<file path="src/rtl/ml_search_ctrl_pkg.sv">
// Shared constants and types for the 4x4 QPSK ML search controller.
// ML_EARLY_EXIT_EN (optional) enables the early-exit threshold EXIT_THR.
package ml_search_ctrl_pkg;

    localparam int X_W   = 8;
    localparam int Y_W   = 64;
    localparam int R_W   = 128;
    localparam int MET_W = 10;
    localparam int NCAND = 1 << X_W;

    localparam logic [MET_W-1:0] MET_MAX  = {MET_W{1'b1}};
    localparam logic [MET_W-1:0] EXIT_THR = {MET_W{1'b0}};

    localparam logic [X_W:0]   CNT_LAST = {1'b0, {X_W{1'b1}}};
    localparam logic [X_W:0]   CNT_ONE  = {{X_W{1'b0}}, 1'b1};
    localparam logic [X_W-1:0] X_ONE    = {{(X_W-1){1'b0}}, 1'b1};

    typedef enum logic [1:0] {
        IDLE   = 2'd0,
        SEARCH = 2'd1,
        DRAIN  = 2'd2,
        DONE   = 2'd3
    } state_t;

    // True when the sweep counter points at the final candidate.
    function automatic logic is_last_cand(input logic [X_W:0] cnt);
        return (cnt == CNT_LAST);
    endfunction

endpackage

</file>
<file path="src/rtl/ml_search_ctrl_if.sv">
// Handshake and metric-unit bus of the ML search controller.
// master: controller side; slave: producer/metric unit/consumer side.
interface ml_search_ctrl_if;

    logic                                      in_valid;
    logic                                      in_ready;
    logic [ml_search_ctrl_pkg::Y_W-1:0]        in_y;
    logic [ml_search_ctrl_pkg::R_W-1:0]        in_r;
    logic [ml_search_ctrl_pkg::X_W-1:0]        cal_x;
    logic [ml_search_ctrl_pkg::Y_W-1:0]        cal_y;
    logic [ml_search_ctrl_pkg::R_W-1:0]        cal_r;
    logic [ml_search_ctrl_pkg::MET_W-1:0]      cal_result;
    logic                                      out_valid;
    logic                                      out_ready;
    logic [ml_search_ctrl_pkg::X_W-1:0]        out_x;
    logic [ml_search_ctrl_pkg::MET_W-1:0]      out_metric;
    logic [ml_search_ctrl_pkg::X_W:0]          out_ncand;

    modport master (
        input  in_valid, in_y, in_r, cal_result, out_ready,
        output in_ready, cal_x, cal_y, cal_r, out_valid, out_x, out_metric, out_ncand
    );

    modport slave (
        output in_valid, in_y, in_r, cal_result, out_ready,
        input  in_ready, cal_x, cal_y, cal_r, out_valid, out_x, out_metric, out_ncand
    );

endinterface

</file>
<file path="src/rtl/ml_min_tracker.sv">
// Running-minimum tracker: the first compared entry is always taken, later
// entries replace the best only when strictly smaller (ties keep lower index).
module ml_min_tracker
    import ml_search_ctrl_pkg::*;
(
    input  logic             clk,
    input  logic             rst_n,
    input  logic             clear,
    input  logic             valid,
    input  logic [MET_W-1:0] met,
    input  logic [X_W-1:0]   idx,
    output logic [MET_W-1:0] best_met,
    output logic [X_W-1:0]   best_idx,
    output logic [X_W:0]     count
);

    logic [MET_W-1:0] best_met_r;
    logic [X_W-1:0]   best_idx_r;
    logic [X_W:0]     count_r;
    logic             take_s;

    // Decide whether the presented entry becomes the new best.
    always_comb begin
        take_s = 1'b0;
        if (valid && ((count_r == {(X_W+1){1'b0}}) || (met < best_met_r))) begin
            take_s = 1'b1;
        end else begin
            take_s = 1'b0;
        end
    end

    // Best-so-far registers and compared-entry counter.
    always_ff @(posedge clk or negedge rst_n) begin
        if (!rst_n) begin
            best_met_r <= {MET_W{1'b0}};
            best_idx_r <= {X_W{1'b0}};
            count_r    <= {(X_W+1){1'b0}};
        end else if (clear) begin
            best_met_r <= {MET_W{1'b0}};
            best_idx_r <= {X_W{1'b0}};
            count_r    <= {(X_W+1){1'b0}};
        end else if (valid) begin
            if (take_s) begin
                best_met_r <= met;
                best_idx_r <= idx;
            end
            count_r <= count_r + CNT_ONE;
        end
    end

    assign best_met = best_met_r;
    assign best_idx = best_idx_r;
    assign count    = count_r;

endmodule

</file>
<file path="src/rtl/ml_search_ctrl.sv">
// ML search controller: latches y/R, sweeps all candidates through the external
// combinational metric unit, tracks the minimum and returns the winner.
// Optional macro ML_EARLY_EXIT_EN: stop once a compared metric <= EXIT_THR.
module ml_search_ctrl
    import ml_search_ctrl_pkg::*;
(
    input  logic               clk,
    input  logic               rst_n,
    ml_search_ctrl_if.master   bus
);

    state_t           state_r;
    logic [X_W:0]     cnt_r;
    logic [X_W-1:0]   cal_x_r;
    logic [Y_W-1:0]   cal_y_r;
    logic [R_W-1:0]   cal_r_r;
    logic             in_ready_r;
    logic [MET_W-1:0] met_r;
    logic [X_W-1:0]   idx_r;
    logic             stg_vld_r;
    logic             out_valid_r;
    logic [X_W-1:0]   out_x_r;
    logic [MET_W-1:0] out_metric_r;
    logic [X_W:0]     out_ncand_r;

    logic             accept_s;
    logic             exit_s;
    logic [MET_W-1:0] best_met_s;
    logic [X_W-1:0]   best_idx_s;
    logic [X_W:0]     count_s;

    assign accept_s = bus.in_valid & in_ready_r;

`ifdef ML_EARLY_EXIT_EN
    assign exit_s = stg_vld_r & (met_r <= EXIT_THR);
`else
    assign exit_s = 1'b0;
`endif

    ml_min_tracker u_tracker (
        .clk      (clk),
        .rst_n    (rst_n),
        .clear    (accept_s),
        .valid    (stg_vld_r),
        .met      (met_r),
        .idx      (idx_r),
        .best_met (best_met_s),
        .best_idx (best_idx_s),
        .count    (count_s)
    );

    // Control FSM, sweep counter, operand latches, stage-1 pair and result registers.
    always_ff @(posedge clk or negedge rst_n) begin
        if (!rst_n) begin
            state_r      <= IDLE;
            cnt_r        <= {(X_W+1){1'b0}};
            cal_x_r      <= {X_W{1'b0}};
            cal_y_r      <= {Y_W{1'b0}};
            cal_r_r      <= {R_W{1'b0}};
            in_ready_r   <= 1'b1;
            met_r        <= {MET_W{1'b0}};
            idx_r        <= {X_W{1'b0}};
            stg_vld_r    <= 1'b0;
            out_valid_r  <= 1'b0;
            out_x_r      <= {X_W{1'b0}};
            out_metric_r <= {MET_W{1'b0}};
            out_ncand_r  <= {(X_W+1){1'b0}};
        end else begin
            case (state_r)
                IDLE: begin
                    in_ready_r <= 1'b1;
                    if (accept_s) begin
                        cal_y_r    <= bus.in_y;
                        cal_r_r    <= bus.in_r;
                        cnt_r      <= {(X_W+1){1'b0}};
                        cal_x_r    <= {X_W{1'b0}};
                        stg_vld_r  <= 1'b0;
                        in_ready_r <= 1'b0;
                        state_r    <= SEARCH;
                    end
                end
                SEARCH: begin
                    // Capture this cycle's metric; it is compared next cycle.
                    met_r <= bus.cal_result;
                    idx_r <= cnt_r[X_W-1:0];
                    cnt_r <= cnt_r + CNT_ONE;
                    if (exit_s) begin
                        // Early exit drops the entry being captured now.
                        stg_vld_r <= 1'b0;
                        cal_x_r   <= {X_W{1'b0}};
                        state_r   <= DONE;
                    end else if (is_last_cand(cnt_r)) begin
                        stg_vld_r <= 1'b1;
                        cal_x_r   <= {X_W{1'b0}};
                        state_r   <= DRAIN;
                    end else begin
                        stg_vld_r <= 1'b1;
                        cal_x_r   <= cnt_r[X_W-1:0] + X_ONE;
                    end
                end
                DRAIN: begin
                    // Final stage-1 entry is compared during this cycle.
                    stg_vld_r <= 1'b0;
                    state_r   <= DONE;
                end
                DONE: begin
                    if (!out_valid_r) begin
                        out_valid_r  <= 1'b1;
                        out_x_r      <= best_idx_s;
                        out_metric_r <= best_met_s;
                        out_ncand_r  <= count_s;
                    end else if (bus.out_ready) begin
                        out_valid_r <= 1'b0;
                        in_ready_r  <= 1'b1;
                        state_r     <= IDLE;
                    end
                end
                default: begin
                    stg_vld_r   <= 1'b0;
                    out_valid_r <= 1'b0;
                    cal_x_r     <= {X_W{1'b0}};
                    in_ready_r  <= 1'b1;
                    state_r     <= IDLE;
                end
            endcase
        end
    end

    assign bus.in_ready   = in_ready_r;
    assign bus.cal_x      = cal_x_r;
    assign bus.cal_y      = cal_y_r;
    assign bus.cal_r      = cal_r_r;
    assign bus.out_valid  = out_valid_r;
    assign bus.out_x      = out_x_r;
    assign bus.out_metric = out_metric_r;
    assign bus.out_ncand  = out_ncand_r;

endmodule

</file>
<file path="src/flat_wrapper.sv">
// flat-port wrapper written by rule: the top's interface ports become plain ports
module ml_search_ctrl_flat import ml_search_ctrl_pkg::*;
  (clk, rst_n, bus_in_valid, bus_in_y, bus_in_r, bus_cal_result, bus_out_ready, bus_in_ready, bus_cal_x, bus_cal_y, bus_cal_r, bus_out_valid, bus_out_x, bus_out_metric, bus_out_ncand);
  ml_search_ctrl_if bus_i ();
  input  logic clk;
  input  logic rst_n;
  input wire logic [$bits(bus_i.in_valid)-1:0] bus_in_valid;
  input wire logic [$bits(bus_i.in_y)-1:0] bus_in_y;
  input wire logic [$bits(bus_i.in_r)-1:0] bus_in_r;
  input wire logic [$bits(bus_i.cal_result)-1:0] bus_cal_result;
  input wire logic [$bits(bus_i.out_ready)-1:0] bus_out_ready;
  output wire logic [$bits(bus_i.in_ready)-1:0] bus_in_ready;
  output wire logic [$bits(bus_i.cal_x)-1:0] bus_cal_x;
  output wire logic [$bits(bus_i.cal_y)-1:0] bus_cal_y;
  output wire logic [$bits(bus_i.cal_r)-1:0] bus_cal_r;
  output wire logic [$bits(bus_i.out_valid)-1:0] bus_out_valid;
  output wire logic [$bits(bus_i.out_x)-1:0] bus_out_x;
  output wire logic [$bits(bus_i.out_metric)-1:0] bus_out_metric;
  output wire logic [$bits(bus_i.out_ncand)-1:0] bus_out_ncand;
  assign bus_i.in_valid = bus_in_valid;
  assign bus_i.in_y = bus_in_y;
  assign bus_i.in_r = bus_in_r;
  assign bus_i.cal_result = bus_cal_result;
  assign bus_i.out_ready = bus_out_ready;
  assign bus_in_ready = bus_i.in_ready;
  assign bus_cal_x = bus_i.cal_x;
  assign bus_cal_y = bus_i.cal_y;
  assign bus_cal_r = bus_i.cal_r;
  assign bus_out_valid = bus_i.out_valid;
  assign bus_out_x = bus_i.out_x;
  assign bus_out_metric = bus_i.out_metric;
  assign bus_out_ncand = bus_i.out_ncand;
  ml_search_ctrl u_core (.clk(clk), .rst_n(rst_n), .bus(bus_i));
endmodule
</file>
<file path="config.mk">
export PLATFORM = sky130hd
export DESIGN_NAME = ml_search_ctrl_flat
export DESIGN_NICKNAME = d
export VERILOG_FILES = /design/src/rtl/ml_search_ctrl_pkg.sv /design/src/rtl/ml_search_ctrl_if.sv /design/src/rtl/ml_min_tracker.sv /design/src/rtl/ml_search_ctrl.sv /design/src/flat_wrapper.sv
export SDC_FILE = /design/constraint.sdc
export NUM_CORES = 1
export LEC_CHECK = 0
export ABC_CLOCK_PERIOD_IN_PS = 2500
export CAP_MARGIN = 0
export CELL_PAD_IN_SITES_DETAIL_PLACEMENT = 0
export CELL_PAD_IN_SITES_GLOBAL_PLACEMENT = 1
export CORE_ASPECT_RATIO = 1.25
export CORE_MARGIN = 4
export CORE_UTILIZATION = 35
export CTS_CLUSTER_SIZE = 14
export DETAILED_ROUTE_END_ITERATION = 7
export DONT_BUFFER_PORTS = 1
export PLACE_DENSITY_LB_ADDON = 0.1
export SETUP_SLACK_MARGIN = 0.2
export SYNTH_ARGS = -nofsm -noshare
export SYNTH_HDL_FRONTEND = slang
export SYNTH_SLANG_ARGS = --single-unit
export TNS_END_PERCENT = 5
</file>
<file path="constraint.sdc">
create_clock -name clk -period 2.5 [get_ports clk]
set_input_delay 0.5 -clock clk [delete_from_list [all_inputs] [get_ports clk]]
set_output_delay 0.5 -clock clk [all_outputs]
set_load 0.02 [all_outputs]
</file>
### After elaboration in Yosys (flattened, before gate mapping)

Cells that the tools add are included.

| storage, ports and cells | value |
|---|---|
| register bits | 286 |
| output and inout port bits | 229 |
| bits of input ports | 206 |
| logic and storage cells | 73 |

| operators by class | value |
|---|---|
| magnitude comparators | 1 |
| add/subtract/negate cells | 3 |
| eq/ne operators | 8 |
| bitwise operators | 2 |
| multiplexer cells | 27 |
| reductions and logical operators | 16 |

Operator list:

| cell | count |
|---|---|
| two-way mux 8 bit | 5 |
| two-way mux 10 bit | 3 |
| two-way mux 9 bit | 3 |
| adder 9 x 1 -> 9 bit (second input constant) | 2 |
| one-hot mux 9 bit (2 select lines) | 1 |
| one-hot mux 8 bit (2 select lines) | 1 |
| < comparator 10 bit | 1 |
| AND reduction 2 bit | 5 |
| == test 9 x 8 -> 1 bit (second input constant) | 1 |
| logical NOT 9 bit | 1 |
| adder 8 x 1 -> 8 bit (second input constant) | 1 |
| two-way mux 2 bit | 4 |
| one-hot mux 2 bit (4 select lines) | 1 |
| nonzero test 2 bit | 4 |
| two-way mux 1 bit | 7 |
| != test 2 x 1 -> 1 bit (second input constant) | 3 |
| == test 2 bit (second input constant) | 2 |
| AND reduction 4 bit | 1 |
| one-hot mux 1 bit (3 select lines) | 1 |
| AND reduction 3 bit | 1 |
| nonzero test 3 bit | 1 |
| == test 2 x 1 -> 1 bit (second input constant) | 1 |
| logical NOT 2 bit | 1 |
| != test 2 bit (second input constant) | 1 |
| other kinds (5) | 5 |

### Longest topological paths before layout

| logic depth | value |
|---|---|
| depth after elaboration | 7 |
| mapped depth | 9 |

### Hierarchy

From an unflattened synthesis, not the netlist that was laid out.

| second synthesis, totals | value |
|---|---|
| cell total of the unflattened synthesis | 745 |
| area total of the unflattened synthesis | 11847.6 um^2 |

Modules (own cells, without submodules):

| module | instances | sequential area each (um^2) | area an instance (um^2) | cells each |
|---|---|---|---|---|
| ml_search_ctrl | 1 | 6482.5 | 10411.2 | 623 |
| ml_min_tracker | 1 | 675.6 | 1436.4 | 122 |

### Worst setup path before layout

Ideal clock, no wire load.

| path | value |
|---|---|
| path kind | register -> register |
| start point | register u_core.u_tracker.best_met_r[3] (netlist: u_core.u_tracker.best_met[3]) |
| end point | register u_core.u_tracker.best_idx_r[6] (netlist: u_core.u_tracker.best_idx[6]) |
| required time | 2379 ps |
| slack | 611 ps |
| stages on the path, launching flop included | 10 |
| data arrival time | 1768 ps |
| period minus slack after synthesis | 1889 ps |
| path through | dfrtp_1 -> inv_1 -> ha_1 -> a211o_1 -> a21oi_1 -> o21ai_1 -> a31o_1 -> buf_6 -> buf_8 -> a22o_1 |

| on the way | value |
|---|---|
| word-level cells in the longest chain between the ends | 6 |

Ends and longest elaborated chain:

| item | RTL line | text |
|---|---|---|
| start: declaration | ml_min_tracker.sv:17 | `logic [MET_W-1:0] best_met_r;` |
| start signal: assignment | ml_min_tracker.sv:35 | `best_met_r <= {MET_W{1'b0}};` |
| start signal: assignment | ml_min_tracker.sv:39 | `best_met_r <= {MET_W{1'b0}};` |
| start signal: assignment | ml_min_tracker.sv:44 | `best_met_r <= met;` |
| < comparator 10 bit | ml_min_tracker.sv:25 | `if (valid && ((count_r == {(X_W+1){1'b0}}) \|\| (met < best_met_r))) begin` |
| logical OR 1 bit | ml_min_tracker.sv:25 |  |
| logical AND 1 bit | ml_min_tracker.sv:25 |  |
| two-way mux 1 bit | ml_min_tracker.sv:25 |  |
| nonzero test 2 bit (no line) | n/a |  |
| AND reduction 2 bit (no line) | n/a |  |
| end signal: assignment | ml_min_tracker.sv:36 | `best_idx_r <= {X_W{1'b0}};` |
| end signal: assignment | ml_min_tracker.sv:40 | `best_idx_r <= {X_W{1'b0}};` |
| end signal: assignment | ml_min_tracker.sv:45 | `best_idx_r <= idx;` |
| end: declaration | ml_min_tracker.sv:18 | `logic [X_W-1:0] best_idx_r;` |

Every way passes these cells.
A chain may end at the register's enable or synchronous reset.

### Final worst setup path

| path | value |
|---|---|
| start point | register u_core.state_r[0] |
| end point | register u_core.cal_y_r[49] (netlist: u_core.bus.cal_y[49]) |

| on the way | value |
|---|---|
| word-level cells in the longest chain between the ends | 2 |

Ends and longest elaborated chain:

| item | RTL line | text |
|---|---|---|
| start: declaration | ml_search_ctrl.sv:12 | `state_t state_r;` |
| start signal: assignment | ml_search_ctrl.sv:55 | `state_r <= IDLE;` |
| start signal: assignment | ml_search_ctrl.sv:79 | `state_r <= SEARCH;` |
| start signal: assignment | ml_search_ctrl.sv:91 | `state_r <= DONE;` |
| logical NOT 2 bit | ml_search_ctrl.sv:69 | `case (state_r)` |
| AND reduction 2 bit (no line) | n/a |  |
| end signal: assignment | ml_search_ctrl.sv:58 | `cal_y_r <= {Y_W{1'b0}};` |
| end signal: assignment | ml_search_ctrl.sv:73 | `cal_y_r <= bus.in_y;` |
| end: declaration | ml_search_ctrl.sv:15 | `logic [Y_W-1:0] cal_y_r;` |

Every way passes these cells.

==> results.json <==
{
  "post-synth-top-area-fraction_pct": 63.91,
  "crit_chain": "inv_1, ha_1, nand2_4, buf_4, buf_4, mux2_2",
  "yosys.area.top_type": "dfrtp_1",
  "first_global_vias": 6650,
  "numPortBuffers": 0,
  "dp.final_hpwl_mm": 21.19,
  "routed_wirelength_mm": 28.91,
  "grt_overflow": 0,
  "synth_xor_area_share_pct": 0.8633,
  "grt_first_pass_wirelength_mm": 43.42,
  "finalCriticalPeriod_ns": 2.206,
  "synth_nets": 970,
  "drv_slew": 0,
  "synth_adder_area_share_pct": 2.018,
  "first_iter_violations": 299,
  "h-tree-depth": 1,
  "ys_seq_elements": 286,
  "core-area_um2": 31170,
  "cpMaxStageDelayCell": "buf_4",
  "yosys.area_share.simple_pct": 3.038,
  "crit_end": "u_core.bus.cal_y[49]",
  "irDropWorstVdd_v": 0.0006833,
  "worst_pin_slew_ns": 1.012,
  "synthTopCellsByArea": "dfrtp_1, mux2_2, ha_1",
  "clock-sinks": 286,
  "avgSynthCellArea_um2": 14.96,
  "grt_usage_pct": 16.02,
  "ys_warn_count": 0,
  "area.sequential_um2": 7158,
  "synth_top_family_by_area": "multiplexers",
  "rsz0062_at_grt": "yes",
  "syn_area_um2": 11160,
  "post_cts_buffers": 0,
  "drv_cap": 0,
  "finalCritPeriodShare_pct": 88.25,
  "status": "complete, but fails checks",
  "worst_hold_slack_ns": -0.3563,
  "seq_area_frac_synth_pct": 64.14,
  "crit_type": "flip-flop to flip-flop",
  "synthMuxAreaShare_pct": 23.00,
  "multi_input_area_um2": 3769,
  "synth_edf_count": 0,
  "rr_worst_depth": 6,
  "drive_above_1_share_pct": 39.69,
  "syn_inst": 746,
  "vias": 6006,
  "synthArstFlopShare_pct": 100.0,
  "synth.distinct_cells": 41,
  "cts_root_buf": "clkbuf_16",
  "wl_per_cell_um": 24.40,
  "die_x_um": 167.7,
  "die_h_um": 207.6,
  "die-area_um2": 34820,
  "violations": "hold timing",
  "fin_nets": 977,
  "fmax_mhz": 453.2,
  "area_growth_pct": 13.36,
  "hold_viol_final": 286,
  "nFillCells": 2900,
  "grt_max_degree": 287,
  "numCtsBuffers": 30,
  "worstPathRequired_ns": 2.92,
  "startpoint_type": "flip-flop",
  "pin_count": 435,
  "initial_core_util_pct": 35.80,
  "crit_buf_inv": 3,
  "cp_data_arrival_time_ns": 2.63,
  "cp.depth": 6,
  "rr_startpoint": "u_core.state_r[0]",
  "gp_congestion": 0.7710,
  "cp_top_family": "buffers and inverters",
  "path_clk_slew_ns": 0.06,
  "cpPeakStageDelay_ns": 0.49,
  "design_area_um2": 12650,
  "ys.flop_type": "dfrtp_1",
  "reg2reg_setup_slack_ns": 0.29,
  "place_area_um2": 11600,
  "crit_fanout": 41,
  "rr_endpoint": "u_core.bus.cal_y[49]",
  "power_leakage_nw": 5.603,
  "setup_tns_ns": 0,
  "worstSetupStartpoint": "u_core.state_r[0]",
  "cp-end-kind": "flip-flop",
  "detail-route-antenna-nets": 0,
  "rows": 72,
  "cpMostUsedCell": "buf_4",
  "clock_path_buffers": 3,
  "clk_latency_ns": 0.55,
  "antenna_found_initial": 6,
  "cts_tree": "built",
  "drt-pass1-iter-count": 4,
  "slew_headroom_pct": 32.54,
  "drc_errors": 0,
  "hp-class": "primary input to asynchronous set/reset pin",
  "synth-compound-area-share_pct": 4.698,
  "powerDensity_nw_per_um2": 1510,
  "finalSetupViolCount": 0,
  "skew_ns": 0.01841,
  "vias_per_cell": 5.068
}
## synthesized netlist by cell type, drive strengths merged (2+ instances only)
| library cell | instances |
|---|---|
| ha | 18 |
| inv | 19 |
| mux2 | 227 |
| a22o | 18 |
| dfrtp | 285 |
| nand4 | 5 |
| and3 | 5 |
| nor2 | 11 |
| o22a | 2 |
| nand2 | 35 |
| o21ai | 38 |
| nand3 | 5 |
| a31o | 2 |
| xnor2 | 4 |
| clkbuf | 8 |
| buf | 27 |
| a21oi | 10 |
| or3 | 3 |
| o31ai | 3 |
| xor2 | 7 |
| nand2b | 4 |
## cell families (layout without fill, tap and decap cells)
family / after synthesis / in the layout
and+or+nand+nor: 71 / 71
buffers and inverters: 54 / 84
xor gates and xnor gates: 11 / 11
muxes: 228 / 228
AOI/OAI and AO/OA: 78 / 78
DFF: 286 / 286
adders and majority gates: 18 / 18
other: 0 / 2
## where the power goes
group	switching, mW	leakage [nW]	internal (mW)
combinational	1.69	1.57	2.34
clock	1.79	0.514	2.76
sequential	3.93	3.52	6.59
total	7.42	5.60	11.7
## cell usage in the layout (no fill, tap or decap), types with 2 or more instances in the layout
cell,count
nand4_1,5
bufinv_16,2
xor2_1,7
xnor2_1,4
clkbuf_1,3
diode_2,2
clkinvlp_4,2
or3_1,3
inv_1,19
mux2_2,227
nor2_1,11
clkinv_2,6
o21ai_0,36
nand2_1,34
clkbuf_16,31
clkbuf_8,10
and3_1,4
a22o_2,8
buf_12,2
a21oi_1,10
buf_4,8
ha_1,18
o31ai_1,2
nand3_1,5
nand2b_1,4
dfrtp_1,285
a22o_1,10
## layout make-up
cell class              instances  area share [%]
repair buffers                 10          0.7912
well taps                     407           4.025
flip-flops and latches        286           56.58
diodes                          2         0.03956
inverters                      19          0.5637
clock buffers                  44           7.309
clock inverters                11          0.9000
multi-input cells             406           29.79
## sequential cells by signal, indices dropped and copies added, names as in the netlist, 9 cells and up
register,flops
u_core.bus.cal_y,64
u_core.bus.out_metric,10
u_core.bus.cal_r,128
u_core.met_r,10
u_core.bus.out_ncand,9
u_core.u_tracker.best_met,10
u_core.cnt_r,9
u_core.u_tracker.count,9
## stage by stage
| stage | worst slack, ns | cells | util [%] | hold WS (ns) | total power [mW] |
|---|---|---|---|---|---|
| 2_1_floorplan | 0.6112 | 746 | - | 0.2044 | 13.22 |
| 3_3_place_gp | 0.2161 | 1128 | 37.21 | 0.2138 | 14.59 |
| 3_5_place_dp | 0.06672 | 1128 | 37.21 | 0.2139 | 14.71 |
| 4_1_cts | 0.2646 | 1183 | 40.55 | -0.3908 | 19.41 |
| 5_1_grt | 0.1645 | 1185 | 40.59 | -0.4023 | 20.14 |
| 6_report | 0.2936 | 1185 | 40.59 | -0.3563 | 19.10 |
## timing repair
item / CTS / global route
hold endpoints to repair: 286 / 286
setup endpoints to repair: 7 / 46
gates resized for setup: 1 / 2
gates cloned: 0 / 0
## worst min-delay path by stage
| stage | start | endpoint | slack, ns | cells past startpoint |
|---|---|---|---|---|
| floorplan | rst_n | u_core.bus.cal_r[0] | 0.20 | 0 |
| global placement | rst_n | u_core.met_r[4] | 0.21 | 0 |
| detailed placement | rst_n | u_core.met_r[4] | 0.21 | 0 |
| CTS | rst_n | u_core.bus.out_metric[4] | -0.39 | 0 |
| global route | rst_n | u_core.bus.out_metric[4] | -0.40 | 0 |
| finish | rst_n | u_core.bus.out_metric[4] | -0.36 | 0 |
## per-layer routing
layer  GRT usage, %  up-vias  share of wire (%)
met5              0        -               0.18
met4          4.955        8                2.2
met3          7.238       41                 12
met2          28.28      306                 52
met1          17.15     3024                 34
li1               -     2627                  -
Power figures use the tool's default switching activity.
